File: src/rtl/pc_redirect_ctrl.sv
// Fetch PC owner: sequential fetch, EX-stage redirect, and same-cycle squash of IF/ID and ID/EX.
// The BSRAM word on pc_if arrives one cycle after its address; a stall freezes fetch, but a redirect overrides it.
module pc_redirect_ctrl #(
   parameter logic [31:0] RESET_PC = 32'h0000_0000,
   parameter int          CNT_W    = 16
) (
   input  logic             clk,
   input  logic             rst,
   input  logic             stall,
   input  logic             ex_valid,
   input  logic             ex_is_branch,
   input  logic [31:0]      ex_target,
   output logic [31:0]      imem_addr,
   output logic             imem_en,
   output logic [31:0]      pc_if,
   output logic             if_valid,
   output logic             flush_id,
   output logic             flush_ex,
   output logic [CNT_W-1:0] taken_count,
   output logic             misalign_err
);

   typedef enum logic [1:0] {
      BOOT   = 2'd0,
      RUN    = 2'd1,
      SQUASH = 2'd2
   } state_t;

   state_t state;
   state_t state_nxt;
   logic   redirect;

   assign redirect = ex_valid & ex_is_branch;

   assign imem_en  = ~stall | redirect;
   assign flush_id = redirect & ~rst;
   assign flush_ex = redirect & ~rst;

   always_ff @(posedge clk) begin
      if (rst) begin
         state <= BOOT;
      end else begin
         state <= state_nxt;
      end
   end

   // A stall holds whatever state is current, so the flag on the held BSRAM word stays consistent.
   always_comb begin
      state_nxt = state;
      if_valid  = 1'b0;
      case (state)
         BOOT: begin
            if_valid = 1'b0;
            if (redirect) begin
               state_nxt = SQUASH;
            end else if (!stall) begin
               state_nxt = RUN;
            end
         end
         RUN: begin
            if_valid = 1'b1;
            if (redirect) begin
               state_nxt = SQUASH;
            end
         end
         SQUASH: begin
            if_valid = 1'b0;
            if (redirect) begin
               state_nxt = SQUASH;
            end else if (!stall) begin
               state_nxt = RUN;
            end
         end
         default: begin
            if_valid  = 1'b0;
            state_nxt = BOOT;
         end
      endcase
   end

   always_ff @(posedge clk) begin
      if (rst) begin
         imem_addr <= RESET_PC;
         pc_if     <= RESET_PC;
      end else if (redirect) begin
         imem_addr <= {ex_target[31:2], 2'b00};
         pc_if     <= imem_addr;
      end else if (!stall) begin
         imem_addr <= imem_addr + 32'd4;
         pc_if     <= imem_addr;
      end
   end

   always_ff @(posedge clk) begin
      if (rst) begin
         taken_count  <= '0;
         misalign_err <= 1'b0;
      end else if (redirect) begin
         if (taken_count != {CNT_W{1'b1}}) begin
            taken_count <= taken_count + CNT_W'(1);
         end
         if (ex_target[1:0] != 2'b00) begin
            misalign_err <= 1'b1;
         end
      end
   end

endmodule
File: config.mk
export PLATFORM = sky130hd
export DESIGN_NAME = pc_redirect_ctrl
export DESIGN_NICKNAME = d
export VERILOG_FILES = /design/src/rtl/pc_redirect_ctrl.sv
export SDC_FILE = /design/constraint.sdc
export NUM_CORES = 1
export LEC_CHECK = 0
export ABC_CLOCK_PERIOD_IN_PS = 4900
export CORE_UTILIZATION = 50
export DETAILED_ROUTE_END_ITERATION = 8
export PLACE_DENSITY = 0.85
export SETUP_SLACK_MARGIN = 0.3
export SLEW_MARGIN = 25
export SYNTH_ARGS = -nofsm -noshare
export SYNTH_HDL_FRONTEND = slang
export SYNTH_SLANG_ARGS = --single-unit
File: constraint.sdc
create_clock -name clk -period 4.9 [get_ports clk]
set_input_delay 1.47 -clock clk [delete_from_list [all_inputs] [get_ports clk]]
set_output_delay 1.47 -clock clk [all_outputs]
set_load 0.02 [all_outputs]
[Word-level counts from Yosys, hierarchy flattened]
Cells that the tools add are included.
Storage, ports and cells
  flip-flop bits (word level): 83
  logic and storage cells: 35
Cells by class
  add/sub/neg operators: 2
  equal/unequal tests: 6
  mux-type cells: 9
  bitwise logic cells: 5
  reduce and logical (&&, ||, !) cells: 7
Operator list (number)
  $mux 32: 4
  $add 32x3->32 const B: 1
  $add 16x1->16 const B: 1
  $ne 16x16->1 const B: 1
  $mux 2: 3
  $reduce_and 2->1: 3
  $pmux 2 s2: 1
  $reduce_or 2->1: 2
  $ne 3x2->1 const B: 1
  $and 1x1->1: 2
  $eq 2x1->1 const B: 1
  $eq 2x2->1 const B: 1
  $logic_not 2->1: 1
  $ne 2x1->1 const B: 1
  $ne 2x2->1 const B: 1
  $not 1->1: 2
  $reduce_bool 2->1: 1
  $mux 1: 1
  $or 1x1->1: 1

[Longest topological paths before layout]
  depth after elaboration: 4
  gate-level depth with buffers: 7
  mapped depth without buffers: 5

[Worst setup path before layout]
Ideal clock, no wire load.
  path kind: input -> output
  start point: in ex_valid
  end point: out flush_id
  arrival: 2662 ps
  setup slack: 768 ps
  stages on the path: 6
  cells stage by stage: nand2_1 -> clkbuf_1 -> buf_2 -> clkbuf_1 -> nor2_1 -> buf_4
Between the ends
  longest elaborated chain between the ends: 2
Ends and longest elaborated chain
  start, declared: line 10  | input logic ex_valid,
  $and 1x1->1: line 33  | assign redirect = ex_valid & ex_is_branch;
  $and 1x1->1
  end, declared: line 17  | output logic flush_id,
No other way between the ends.

[Final worst setup path]
  start point: in ex_valid
  end point: out imem_en
Between the ends
  longest elaborated chain between the ends: 2
Ends and longest elaborated chain
  $and 1x1->1: line 33
  $or 1x1->1: line 35  | assign imem_en = ~stall | redirect;
  end, declared: line 14  | output logic imem_en,
No other way between the ends.

==> impl_results.md <==
* Outcome: finished clean
* Top sig layer: met4
* CP Launch Type: input pin
* Final Hold Vio Count at 0
* Setup Fix Bufs, Post-CTS at 0
* Post-CTS Resized at 0
* Final WL at roughly 11000 microns
* Leakage at approximately 1.7 nW
* Metal2 WL at 5240 microns
* Worst slew margin at 0.388
* Wl on met1 at approximately 4800 microns
* Share of post-route cells with drive strength above 1 at 0.0650
* WP depth at 5
* Final std cells w/o fill at ~680
* Routed wire per std cell at ~16 microns
* Routed Antenna Nets at 0
* RSZ-0062 raised after global routing: no
* Syn-to-layout area delta at 36.0%
* Placed Cells incl. Taps at between 600 and 700
* First-pass GRT wire length at approximately 18000 microns
* Period Utilization, post-route at 0.912
* WS Path Type: in -> out
* Number of port buffers at 117
* Post-synth EDFFs at 0
* TritonCTS clock tree: yes
* Die Wd at 89.9 microns
* CP Cell Sequence: clkdlybuf4s50_1 -> nand2_2 -> and2_1 -> inv_1 -> clkdlybuf4s50_1
* CP arrival at around 3 ns
* Most used cell, CP: clkdlybuf4s50_1
* Clk_lat worst skew at 0.36 ns
* Top Family by Delay on Critical Path: buffers and inverters
* Initial core utilization at 0.524
* Sequential share of the synthesized area at 0.409
* Overall Global Routing Usage at 0.268
* Max rail drop VDD at ~0.00019 V
* DIE HEIGHT at 89.9 microns
* Slowest stage delay, CP at around 0.6 ns
* Layout Skew at around 0.013 ns
* Root Buffer: clkbuf_8
* Detail Placement HPWL at between 7000 and 8000 microns
* Final net count at between 600 and 700
* Hold Path Class: reg -> reg
* Placer Congestion at 0.844
* TritonCTS Buffers at 9
* Minimum clock period at approximately 4.5 ns
* Max Slew Vio Count at 0
* Antenna diodes at 0
* Post-synthesis cell type count at 47
* Util after Layout at 0.713
* Top Ports at 122
* Met3 wire len at approximately 740 microns
* Initial drt markers at about 230
* Grt ovf at 0
* Avg Cell Area, Syn at between 8 and 9 sq um
* YS warnings at 0
* Vias per inst at approximately 6
* Clock-pin slew on the worst setup and hold paths at approximately 0.080 ns
* Htree depth at 3
* Maximum clock path buffer count at 2
* Worst-margin pin slew at between 0.9 and 1 ns
* Seq cells post-synth at 79
* Largest net degree at the start of global routing at between 80 and 90
* PwrDens at around 270 nW/um^2
* DRC Markers at 0
* Peak Freq at 224 MHz
* DR pass1 iterations at 4
* Total clock sinks at 79
* Initial antenna violation count at 0
* Die ar. at 8080 sq um
* Synth Instances at approximately 480
* Crit Path Max Fanout at 4
* Vias at 4032
* Slowest cell on the critical path: clkdlybuf4s50_1
* Setup violators final at 0
* Dpl ws at approximately 0.46 ns
* Final worst slack at about 0.43 ns
* Row count at 31
* Vias in the first global route at between 3000 and 4000
* Bufs and invs on worst path at 3
* Setup TNS at 0 ns
* Cts hold-fix bufs at 0
* Worst setup EP type: output port
* WHS Path Cells at 2
* Core box area at about 7400 sq um
* Worst Reg-to-Reg Cells at 5
* Async S/R FF share, synth at 0
* Post-synth top flop: dfxtp_1
* Worst path required time at 3.43 ns
* Maxcap violations at 0
* Post-Syn Area at roughly 3900 sq um
[layer usage]
metal	vias up	track usage
met4	0	0.0860
met1	1889	0.326
li1	1958	-
met2	167	0.451
met5	-	0
met3	18	0.0829
[sequential cells by signal, summed over array words and instances, names as in the netlist]
signal        count
imem_addr        30
misalign_err      1
pc_if            30
state             2
taken_count      16
[cell type report]
cell class,count,area [sq um]
Sequential cell,79,1580
Inverter,14,52.6
Clock buffer,10,138
Clock inverter,6,60.1
Timing Repair Buffer,125,1230
Fill cell,584,2120
Tap cell,99,124
Multi-Input combinational cell,351,2070
[per-stage QoR]
stage	hold slack, ns	total power (W)	instance area [sq um]
2_1_floorplan	0.464	0.000842	3870
3_3_place_gp	0.434	0.000951	5050
3_5_place_dp	0.445	0.000957	5050
4_1_cts	0.457	0.00144	5250
5_1_grt	0.469	0.00149	5250
6_report	0.448	0.00144	5250
[kinds of logic after synthesis]
family | Yosys count | share of synthesized area
xor+xnor | 10 | 0.0227
flops | 79 | 0.409
mux | 3 | 0.00842
buf+inv | 54 | 0.0596
fa+ha+maj | 2 | 0.00648
simple gates | 220 | 0.305
compound gates | 112 | 0.187
other cells | 1 | 0.000971
[cell usage in the layout, fill, tap and decap left out, types with 3 or more instances in the layout]
master and count:
buf_4 8, a311oi_1 9, nand4_1 19, or4_1 18
and2_1 3, nor2_1 33, or3_1 11, conb_1 4
inv_1 14, dfxtp_1 79, clkdlybuf4s50_1 116, o31ai_1 17
o21ai_0 9, nor2b_1 5, clkbuf_8 10, xnor2_1 8
nor4_1 14, a311o_1 4, a31oi_1 4, nand2_1 73
nor3_1 8, nand3_1 9, a21oi_1 47, and3_1 3
a211oi_1 16, and4_1 7, clkinv_2 3, or2_2 3
[cell usage after synthesis (4+ instances only)]
cell / number / area [sq um]
buf_4: 5 / 37.5
buf_2: 7 / 35.0
o31ai_1: 17 / 128
a311oi_1: 9 / 78.8
dfxtp_1: 79 / 1580
nand2_1: 74 / 278
clkbuf_1: 26 / 97.6
inv_1: 14 / 52.6
nand3_1: 9 / 45.0
or4_1: 18 / 135
xnor2_1: 8 / 70.1
a21oi_1: 47 / 235
nor4_1: 15 / 93.8
or3_1: 11 / 68.8
nor2_1: 33 / 124
nand4_1: 19 / 119
a311o_1: 4 / 40.0
a211oi_1: 16 / 120
and4_1: 7 / 61.3
nor3_1: 8 / 40.0
nor2b_1: 5 / 31.3
a31oi_1: 4 / 25.0
o21ai_0: 9 / 45.0
[worst reg2reg max path: stages, from the launching register on]
cell	delay, ns
dfxtp_1	0.51
ha_1	0.25
nand4b_1	0.28
or3_1	0.46
or4_1	0.43
a311oi_1	0.29
[final timing paths]
path / from / to / slack [ns]
worst max-delay path: ex_valid / imem_en / 0.43
worst max register to register: imem_addr[2] / imem_addr[18] / 2.59
worst min register to register: misalign_err / misalign_err / 0.45
worst min-delay path: misalign_err / misalign_err / 0.45
[report_power, final]
part / internal, W / switching (W) / leakage, nW
clock: 0.000246 / 0.000244 / 0.0981
combinational: 0.000110 / 0.000119 / 0.945
sequential: 0.000672 / 0.0000429 / 0.646
total: 0.00103 / 0.000406 / 1.69
(Power assumes the default switching activity.)
